**src/rtl/alu_operand_sequencer.sv**
```systemverilog
// Collects operand A, operand B and an operation code from switch-driven load pulses,
// then presents the set to a downstream ALU stage with a valid/ready handshake.
module alu_operand_sequencer #(
  parameter int WIDTH = 3,
  parameter int OPW   = 2,
  parameter int CNTW  = 4
) (
  input  logic             clk_2,
  input  logic             reset,
  input  logic [WIDTH-1:0] din,
  input  logic [OPW-1:0]   op_in,
  input  logic             load,
  input  logic             cancel,
  input  logic             out_ready,
  output logic [WIDTH-1:0] a,
  output logic [WIDTH-1:0] b,
  output logic [OPW-1:0]   op,
  output logic             out_valid,
  output logic [1:0]       state,
  output logic [CNTW-1:0]  txn_count
);

  typedef enum logic [1:0] {
    WAIT_A  = 2'd0,
    WAIT_B  = 2'd1,
    WAIT_OP = 2'd2,
    PRESENT = 2'd3
  } state_t;

  state_t          cur_state;
  state_t          nxt_state;
  logic            load_q;
  logic            load_edge;
  logic            handshake;
  logic [WIDTH-1:0] a_nxt;
  logic [WIDTH-1:0] b_nxt;
  logic [OPW-1:0]   op_nxt;
  logic [CNTW-1:0]  cnt_nxt;

  assign load_edge = load & ~load_q;
  assign handshake = out_valid & out_ready;
  assign state     = cur_state;

  // load_q resets high so a switch left on across reset is not taken as a request
  always_ff @(posedge clk_2) begin
    if (reset) begin
      cur_state <= WAIT_A;
      load_q    <= 1'b1;
      a         <= '0;
      b         <= '0;
      op        <= '0;
      out_valid <= 1'b0;
      txn_count <= '0;
    end else begin
      cur_state <= nxt_state;
      load_q    <= load;
      a         <= a_nxt;
      b         <= b_nxt;
      op        <= op_nxt;
      out_valid <= (nxt_state == PRESENT);
      txn_count <= cnt_nxt;
    end
  end

  // Priority: cancel, then handshake, then a load request
  always_comb begin
    nxt_state = cur_state;
    a_nxt     = a;
    b_nxt     = b;
    op_nxt    = op;
    cnt_nxt   = txn_count;
    if (cancel) begin
      nxt_state = WAIT_A;
      a_nxt     = '0;
      b_nxt     = '0;
      op_nxt    = '0;
    end else if (handshake) begin
      nxt_state = WAIT_A;
      cnt_nxt   = txn_count + CNTW'(1);
    end else if (load_edge) begin
      case (cur_state)
        WAIT_A: begin
          a_nxt     = din;
          nxt_state = WAIT_B;
        end
        WAIT_B: begin
          b_nxt     = din;
          nxt_state = WAIT_OP;
        end
        WAIT_OP: begin
          op_nxt    = op_in;
          nxt_state = PRESENT;
        end
        default: nxt_state = cur_state;
      endcase
    end
  end

endmodule

```
**config.mk**
```make
export PLATFORM = sky130hd
export DESIGN_NAME = alu_operand_sequencer
export DESIGN_NICKNAME = d
export VERILOG_FILES = /design/src/rtl/alu_operand_sequencer.sv
export SDC_FILE = /design/constraint.sdc
export NUM_CORES = 1
export LEC_CHECK = 0
export BUFFER_PORTS_ARGS = -buffer_cell sky130_fd_sc_hd__buf_2
export CORE_MARGIN = 1.5
export CORE_UTILIZATION = 45
export CTS_BUF_LIST = sky130_fd_sc_hd__clkbuf_16
export DETAILED_ROUTE_END_ITERATION = 16
export PLACE_DENSITY = 0.86
export SLEW_MARGIN = 20
export SYNTH_ARGS = -nofsm -noshare
export SYNTH_HDL_FRONTEND = slang
export SYNTH_SLANG_ARGS = --single-unit
```
**constraint.sdc**
```tcl
create_clock -name clk_2 -period 1.4 [get_ports clk_2]
set_input_delay 0.28 -clock clk_2 [delete_from_list [all_inputs] [get_ports clk_2]]
set_output_delay 0.28 -clock clk_2 [all_outputs]
set_load 0.01 [all_outputs]
```
==> results of run 1 <==
## cell families (layout without fill, tap and decap cells)
group | count (synthesis) | after routing | share of synthesized area
xor+xnor | 2 | 2 | 0.0275
flops | 16 | 16 | 0.503
fa+ha+maj | 1 | 1 | 0.0196
simple gates | 31 | 31 | 0.252
buf+inv | 2 | 33 | 0.0118
mux | 9 | 9 | 0.141
compound gates | 5 | 5 | 0.0452
## power by group through the flow
stage          registers, W   logic, W  clock network, W
4_1_cts            0.000463  0.0000452          0.000555
6_report           0.000462  0.0000455          0.000552
5_1_grt            0.000462  0.0000493          0.000586
3_5_place_dp       0.000472  0.0000445                 0
2_1_floorplan      0.000472  0.0000186                 0
3_3_place_gp       0.000471  0.0000440                 0
## cell usage after synthesis
cell type and number:
and2_1 1, nand2b_1 1, nor2_1 5, ha_1 1, or4_4 1, o211ai_1 1, inv_2 1, a31oi_1 1
o21ai_0 1, nor4_1 1, a21oi_1 2, nor4_2 1, nand3_1 1, nand3b_1 1, clkbuf_1 1, dfxtp_1 16
nand2_1 14, nand4_1 1, or3_1 1, nand4b_1 1, or2_2 1, xor2_1 2, mux2i_1 9, nor2b_1 1
## worst register-to-register path, stage by stage, from the launching register on
cell     delay (ns)
dfxtp_1        0.41
inv_2          0.07
or4_4          0.55
mux2i_1        0.13
## flip-flops by register name, summed over array words and instances (netlist names)
name and flops:
out_valid 1, a 3, load_q 1, state 2, op 2, b 3
txn_count 4
## through the flow
| step | power, W | hold slack (ns) | util | worst slack (ns) | cell area, µm² |
|---|---|---|---|---|---|
| after floorplan | 0.000491 | 0.349 | - | 0.132 | 637 |
| after CTS | 0.00106 | 0.245 | 0.669 | 0.130 | 881 |
| after global placement | 0.000515 | 0.444 | 0.609 | 0.0960 | 802 |
| after detailed placement | 0.000516 | 0.451 | 0.609 | 0.0805 | 802 |
| final | 0.00106 | 0.244 | 0.669 | 0.123 | 881 |
| after global routing | 0.00110 | 0.248 | 0.669 | 0.0828 | 881 |
## worst max path at each step
stage	startpoint	end	slack [ns]	depth (start not counted)
floorplan	out_valid	op[0]	0.13	3
global placement	out_ready	op[0]	0.1	4
detailed placement	out_ready	op[1]	0.08	4
CTS	state[1]	op[1]	0.13	3
global route	state[1]	op[0]	0.08	3
finish	state[1]	op[1]	0.12	3
## routing by layer
layer	up-vias	part of all wire	GRT usage
li1	288	-	-
met1	262	0.49	0.250
met2	12	0.47	0.282
met3	4	0.024	0.0326
met4	0	0.016	0.100
met5	-	0	0
## layout make-up
| type | instances | area [µm²] |
|---|---|---|
| clock inverter | 1 | 3.75 |
| tap | 15 | 18.8 |
| sequential | 16 | 320 |
| clock buffer | 3 | 75.1 |
| inverter | 1 | 3.75 |
| timing repair buffer | 28 | 150 |
| multi-input combinational | 48 | 309 |
| fill | 101 | 437 |
==> run_results.csv, run 1 <==
group,metric,value,unit
floorplanning,rows,13,
finish,diodes,0,
floorplanning,die_w,40.6,µm
power,p_leak,0.435,nW
critical_path,r2r_start,"state[1]",
critical_path,regToRegEndpoint,"op[1]",
timing,fin_crit_sh,0.912,
logic_synthesis,ys_seq_elements,16,
power,p_seq_frac,0.437,
timing,slew_violations,0,
logic_synthesis,synth.distinct_cells,24,
power,switching_share,0.188,
drt,dr.pass1.iters,2,
clock_network,cts_inserted_buffers,3,
worst_hold_path,whs_endpoint,"state[1]",
logic_synthesis,yosys.area.top_type,"dfxtp_1",
finish,fin_nets,109,
flow_run,cap_violations,0,
critical_path,slowest_delay,0.55,ns
floorplanning,die_area,1650,µm²
clock_network,cts_root_buf,"clkbuf_16",
critical_path,r2r_cells,3,
timing,finalSetupTns,0,ns
global_route,grt_pass1_wl,2030,µm
worst_hold_path,hp-start,"cancel",
logic_synthesis,synth_top_area_share,0.503,
timing,slew-limit-headroom,0.822,
global_route,grtUsageTotal,0.186,
critical_path,crit_slowest_cell,"or4_4",
drt,post_drt_via_cell_ratio,5.05,
drt,wl_per_cell,12.0,µm
timing,fmax,0.783,GHz
critical_path,crit_type,"reg2reg",
critical_path,start_kind,"flip-flop",
logic_synthesis,netlist_area,637,µm²
placement,port_buffers,24,
power,power_density,1200,nW/µm²
critical_path,arrival,1.41,ns
timing,rsz0062_at_grt,"no",
critical_path,endpoint_kind,"flip-flop",
floorplanning,ios,25,
finish,layout_commonest_cell,"buf_2",
critical_path,path_buf_inv,1,
drt,wirelength,1340,µm
clock_network,cts_tree,"built",
floorplanning,initial_core_util,0.483,
power,peakVddDrop,0.608,mV
floorplanning,core,1320,µm²
drt,drc_errors,0,
global_route,antenna_found_initial,0,
logic_synthesis,ys_seq_area_frac,0.503,
logic_synthesis,yosysWarnings,0,
drt,ant_nets,0,
finish,layout_common_cells,"24 x buf_2, 16 x dfxtp_1, 14 x nand2_1",
global_route,first_global_vias,479,
finish,drive_gt1_frac,0.361,
power,power.switching,0.000199,W
finish,syn_to_final_growth,38.3,%
clock_network,ctsResizeCount,0,
timing,clock_skew,0.00132,ns
placement,dp_hpwl,979,µm
critical_path,critPathRequiredTime,1.53,ns
timing,fin_crit,1.28,ns
power,p_int,0.000860,W
finish,stdcell_count,112,
drt,vias,566,
logic_synthesis,synth_top_cells_by_area,"dfxtp_1 50%, mux2i_1 14%, nand2_1 8.3%",
power,pwr-share-comb,0.043,
clock_network,path_clk_slew,0.05,ns
clock_network,postCtsSetupBuffers,0,
placement,dp.cells,108,
placement,gp_congestion,0.720,
floorplanning,die_h,40.6,µm
logic_synthesis,synth_nets,77,
clock_network,htree_levels,1,
worst_hold_path,hold_depth,2,
timing,tightest_slew,0.265,ns
clock_network,cts_hold_buf,0,
logic_synthesis,avgSynthCellArea,9.65,µm²
drt,drt-initial-drc-count,3,
global_route,globalRoute.totalOverflow,0,
critical_path,path_max_fanout,4,
timing,hold_viol_final,0,
critical_path,critPathTopFamily,"simple AND/OR/NAND/NOR gates",
clock_network,clk_latency,0.24,ns
power,pwr-share-clk,0.521,
timing,final-setup-viol-count,0,
worst_hold_path,hold_path_class,"in2reg",
critical_path,cp_cell_sequence,"inv_2 > or4_4 > mux2i_1",
status,status,"finished, final reports clean",
critical_path,r2r_slack,0.12,ns
global_route,grt_max_degree,15,
logic_synthesis,netlist_instances,66,
clock_network,clock_sinks,16,
clock_network,clockBufferDepth,2,
Note: power is estimated with default switching activity, not from simulation.
==> run 2: changes to the inputs <==
--- a/config.mk
+++ b/config.mk
@@ -7,10 +7,10 @@
 export LEC_CHECK = 0
 export BUFFER_PORTS_ARGS = -buffer_cell sky130_fd_sc_hd__buf_2
 export CORE_MARGIN = 1.5
-export CORE_UTILIZATION = 45
+export CORE_UTILIZATION = 48
 export CTS_BUF_LIST = sky130_fd_sc_hd__clkbuf_16
 export DETAILED_ROUTE_END_ITERATION = 16
-export PLACE_DENSITY = 0.86
+export PLACE_DENSITY = 0.9
 export SLEW_MARGIN = 20
 export SYNTH_ARGS = -nofsm -noshare
 export SYNTH_HDL_FRONTEND = slang
==> constraint.sdc (replaced) <==
create_clock -name clk_2 -period 1.49 [get_ports clk_2]
set_input_delay 0.298 -clock clk_2 [delete_from_list [all_inputs] [get_ports clk_2]]
set_output_delay 0.298 -clock clk_2 [all_outputs]
set_load 0.01 [all_outputs]
==> run_results.csv, run 2 (same netlist as run 1, synthesis figures left out) <==
group,metric,value,unit
status,status,"finished, final reports clean",
finish,largest_register_ffs,4,
drt,ant_nets,0,
clock_network,cts_root_buf,"clkbuf_16",
clock_network,clockBufferDepth,2,
timing,fin_crit,1.30,ns
finish,layout_commonest_cell,"buf_2",
clock_network,clock_sinks,16,
drt,wirelength,1370,µm
drt,vias,560,
floorplanning,ios,25,
floorplanning,rows,12,
finish,seq_area,320,µm²
floorplanning,core,1170,µm²
floorplanning,die_h,39.4,µm
finish,stdcell_count,109,
floorplanning,die_area,1550,µm²
timing,finalSetupTns,0,ns
critical_path,cp_cell_sequence,"and2_1 > or4_4 > mux2i_1",
floorplanning,die_w,39.4,µm
power,peakVddDrop,0.907,mV
clock_network,clk_latency,0.25,ns
clock_network,cts_inserted_buffers,3,
finish,drive_gt1_frac,0.347,
timing,fmax,0.772,GHz
critical_path,crit_type,"reg2reg",
critical_path,endpoint_kind,"flip-flop",
timing,final-setup-viol-count,0,
critical_path,start_kind,"flip-flop",
global_route,first_global_vias,488,
global_route,globalRoute.totalOverflow,0,
timing,rsz0062_at_grt,"no",
critical_path,path_buf_inv,0,
drt,drt-initial-drc-count,9,
timing,slew_violations,0,
timing,clock_skew,0.00323,ns
timing,slew-limit-headroom,0.821,
finish,regMostFlops,"txn_count",
floorplanning,initial_core_util,0.544,
critical_path,arrival,1.43,ns
finish,layout_common_cells,"24 x buf_2, 16 x dfxtp_1, 14 x nand2_1",
critical_path,critPathTopFamily,"simple AND/OR/NAND/NOR gates",
clock_network,cts_hold_buf,0,
clock_network,path_clk_slew,0.05,ns
timing,hold_viol_final,0,
critical_path,crit_slowest_cell,"or4_4",
placement,dp_hpwl,967,µm
power,power_density,1150,nW/µm²
placement,dp.cells,105,
clock_network,htree_levels,1,
clock_network,cts_tree,"built",
finish,syn_to_final_growth,35.8,%
global_route,grt_pass1_wl,2050,µm
drt,dr.pass1.iters,4,
drt,drc_errors,0,
drt,wl_per_cell,12.6,µm
critical_path,critPathRequiredTime,1.62,ns
finish,fin_nets,107,
finish,multiInputGateArea,309,µm²
placement,port_buffers,24,
drt,post_drt_via_cell_ratio,5.14,
finish,top_regs,"txn_count: 4 flops, a: 3 flops, b: 3 flops",
finish,diodes,0,
power,p_leak,0.425,nW
clock_network,ctsResizeCount,0,
critical_path,path_max_fanout,5,
timing,tightest_slew,0.268,ns
finish,utilization,0.738,
placement,gp_congestion,0.717,
critical_path,slowest_delay,0.51,ns
global_route,antenna_found_initial,0,
global_route,grtUsageTotal,0.211,
finish,fillCellCount,92,
worst_hold_path,hold_path_class,"in2reg",
clock_network,postCtsSetupBuffers,0,
timing,fin_crit_sh,0.870,
timing,holdWs,0.263,ns
global_route,grt_max_degree,15,
flow_run,cap_violations,0,
-- run 2: power by group --
part | switching [W] | internal [W]
Sequential | 0.00000248 | 0.000432
Combinational | 0.0000229 | 0.0000203
Clock | 0.000161 | 0.000355
-- run 2: cell type report --
class,instances,area share
flip-flops and latches,16,0.370
multi-input cells,48,0.357
repair buffers,26,0.156
clock buffers,3,0.0868
well taps,14,0.0203
clock inverters,1,0.00434
inverters,1,0.00434
-- run 2: final timing paths --
path	slack (ns)	start	cells after the start	end
worst max-delay path	0.19	out_valid	3	op[0]
worst min-delay path	0.26	load	2	load_q
worst max register to register	0.19	out_valid	3	op[0]
worst min register to register	0.45	a[0]	2	a[0]
-- run 2: routing by layer --
metal  vias to the layer above  global-route usage  share of wire
li1                        288                   -              -
met1                       242               0.246           0.45
met2                        24               0.316           0.46
met3                         6              0.0852          0.057
met4                         0               0.129          0.028
met5                         -                   0              0
-- run 2: through the flow --
stage               setup slack, ns  power, W  cell area [µm²]
floorplan                     0.222  0.000461              637
global placement              0.168  0.000484              786
detailed placement            0.143  0.000485              786
CTS                           0.191  0.000996              865
global route                  0.156   0.00102              865
finish                        0.194  0.000994              865
==> run 3: changes to the inputs <==
--- a/config.mk
+++ b/config.mk
@@ -6,8 +6,10 @@
 export NUM_CORES = 1
 export LEC_CHECK = 0
 export BUFFER_PORTS_ARGS = -buffer_cell sky130_fd_sc_hd__buf_2
+export CELL_PAD_IN_SITES_DETAIL_PLACEMENT = 0
+export CELL_PAD_IN_SITES_GLOBAL_PLACEMENT = 2
 export CORE_MARGIN = 1.5
-export CORE_UTILIZATION = 48
+export CORE_UTILIZATION = 28
 export CTS_BUF_LIST = sky130_fd_sc_hd__clkbuf_16
 export DETAILED_ROUTE_END_ITERATION = 16
 export PLACE_DENSITY = 0.9
==> run_results.csv, run 3 (same netlist as run 1, synthesis figures left out) <==
group,metric,value,unit
worst_hold_path,hp-start,"load",
drt,wl_per_cell,10.2,µm
timing,rsz0062_at_grt,"no",
critical_path,r2r_slack,0.21,ns
clock_network,cts_root_buf,"clkbuf_16",
drt,wirelength,1260,µm
critical_path,arrival,1.41,ns
floorplanning,core,2170,µm²
critical_path,start_kind,"flip-flop",
critical_path,crit_start,"out_valid",
clock_network,htree_levels,1,
clock_network,path_clk_slew,0.05,ns
finish,syn_to_final_growth,38.5,%
drt,dr.pass1.iters,4,
finish,top_regs,"txn_count: 4 flops, a: 3 flops, b: 3 flops",
critical_path,slowest_delay,0.50,ns
timing,finalSetupTns,0,ns
timing,hold_viol_final,0,
power,power_density,1120,nW/µm²
worst_hold_path,hold_depth,2,
finish,regMostFlops,"txn_count",
clock_network,cts_hold_buf,0,
critical_path,critPathTopFamily,"simple AND/OR/NAND/NOR gates",
worst_hold_path,whs_endpoint,"load_q",
clock_network,postCtsSetupBuffers,0,
critical_path,path_max_fanout,5,
critical_path,cp_cell_sequence,"and2_1 > or4_4 > mux2i_1",
critical_path,cp.depth,3,
worst_hold_path,hold_path_class,"in2reg",
critical_path,r2r_start,"out_valid",
critical_path,path_buf_inv,0,
timing,timing.final.ws_setup,0.207,ns
power,p_leak,0.425,nW
global_route,grt_max_degree,15,
floorplanning,rows,17,
placement,gp_congestion,0.737,
finish,layout_commonest_cell,"buf_2",
finish,stdcell_count,123,
placement,port_buffers,24,
clock_network,clk_latency,0.24,ns
global_route,grtUsageTotal,0.110,
drt,drt-initial-drc-count,3,
drt,drc_errors,0,
placement,dp.cells,119,
placement,dp_hpwl,983,µm
global_route,first_global_vias,464,
finish,layout_common_cells,"24 x buf_2, 16 x dfxtp_1, 14 x nand2_1",
timing,final-setup-viol-count,0,
power,peakVddDrop,0.459,mV
critical_path,endpoint_kind,"flip-flop",
power,power,0.000987,W
floorplanning,die_h,50.7,µm
status,status,"finished, final reports clean",
clock_network,cts_inserted_buffers,3,
timing,fin_crit_sh,0.861,
placement,pre_cts_ws,0.147,ns
critical_path,regToRegEndpoint,"op[1]",
finish,largest_register_ffs,4,
global_route,grt_pass1_wl,2060,µm
clock_network,clockBufferDepth,2,
clock_network,clock_sinks,16,
timing,fin_crit,1.28,ns
global_route,antenna_found_initial,0,
timing,clock_skew,0.00251,ns
critical_path,critPathRequiredTime,1.62,ns
finish,utilization,0.407,
timing,slew_violations,0,
timing,tightest_slew,0.258,ns
finish,fin_nets,107,
drt,ant_nets,0,
floorplanning,initial_core_util,0.294,
floorplanning,ios,25,
critical_path,r2r_cells,3,
finish,drive_gt1_frac,0.347,
drt,post_drt_via_cell_ratio,4.54,
global_route,globalRoute.totalOverflow,0,
drt,vias,558,
timing,fmax,0.779,GHz
floorplanning,die_w,50.7,µm
finish,diodes,0,
floorplanning,die_area,2570,µm²
clock_network,ctsResizeCount,0,
timing,slew-limit-headroom,0.828,
clock_network,cts_tree,"built",
critical_path,crit_type,"reg2reg",
flow_run,cap_violations,0,
critical_path,crit_slowest_cell,"or4_4",
-- run 3: cell counts in the layout (fill, tap and decap cells not counted) --
Identical to the previous run, type by type.
-- run 3: worst max path at each step --
stage / to / slack, ns
finish: op[1] / 0.21
global route: op[1] / 0.17
detailed placement: op[0] / 0.15
global placement: op[1] / 0.16
CTS: op[1] / 0.20
floorplan: op[0] / 0.22
-- run 3: final cells by class --
type / count / area (µm²)
Timing Repair Buffer: 26 / 135
Clock buffer: 3 / 75.1
Sequential cell: 16 / 320
Tap cell: 28 / 35.0
Fill cell: 237 / 1290
Multi-Input combinational cell: 48 / 309
Inverter: 1 / 3.75
Clock inverter: 1 / 3.75
-- run 3: metrics by stage --
stage | cell area [µm²] | hold WS (ns)
4_1_cts | 882 | 0.267
5_1_grt | 882 | 0.271
3_5_place_dp | 803 | 0.453
6_report | 882 | 0.267
3_3_place_gp | 803 | 0.447
2_1_floorplan | 637 | 0.367
-- run 3: worst reg2reg max path: stages (launching register included) --
cell and delay (ns):
dfxtp_1 0.33, and2_1 0.20, or4_4 0.51, mux2i_1 0.13
-- run 3: per-layer routing --
metal / track usage / vias to the layer above / wire length [µm]
li1: - / 291 / -
met1: 0.146 / 251 / 629
met2: 0.151 / 12 / 549
met3: 0.0179 / 4 / 32
met4: 0.0946 / 0 / 45
met5: 0 / - / 0
-- run 3: power breakdown --
part           internal (W)  total (W)  switching, W  leakage, nW
Combinational     0.0000203  0.0000422     0.0000220        0.257
Clock              0.000355   0.000510      0.000155       0.0385
Sequential         0.000432   0.000435    0.00000234        0.129
Total              0.000808   0.000987      0.000179        0.425
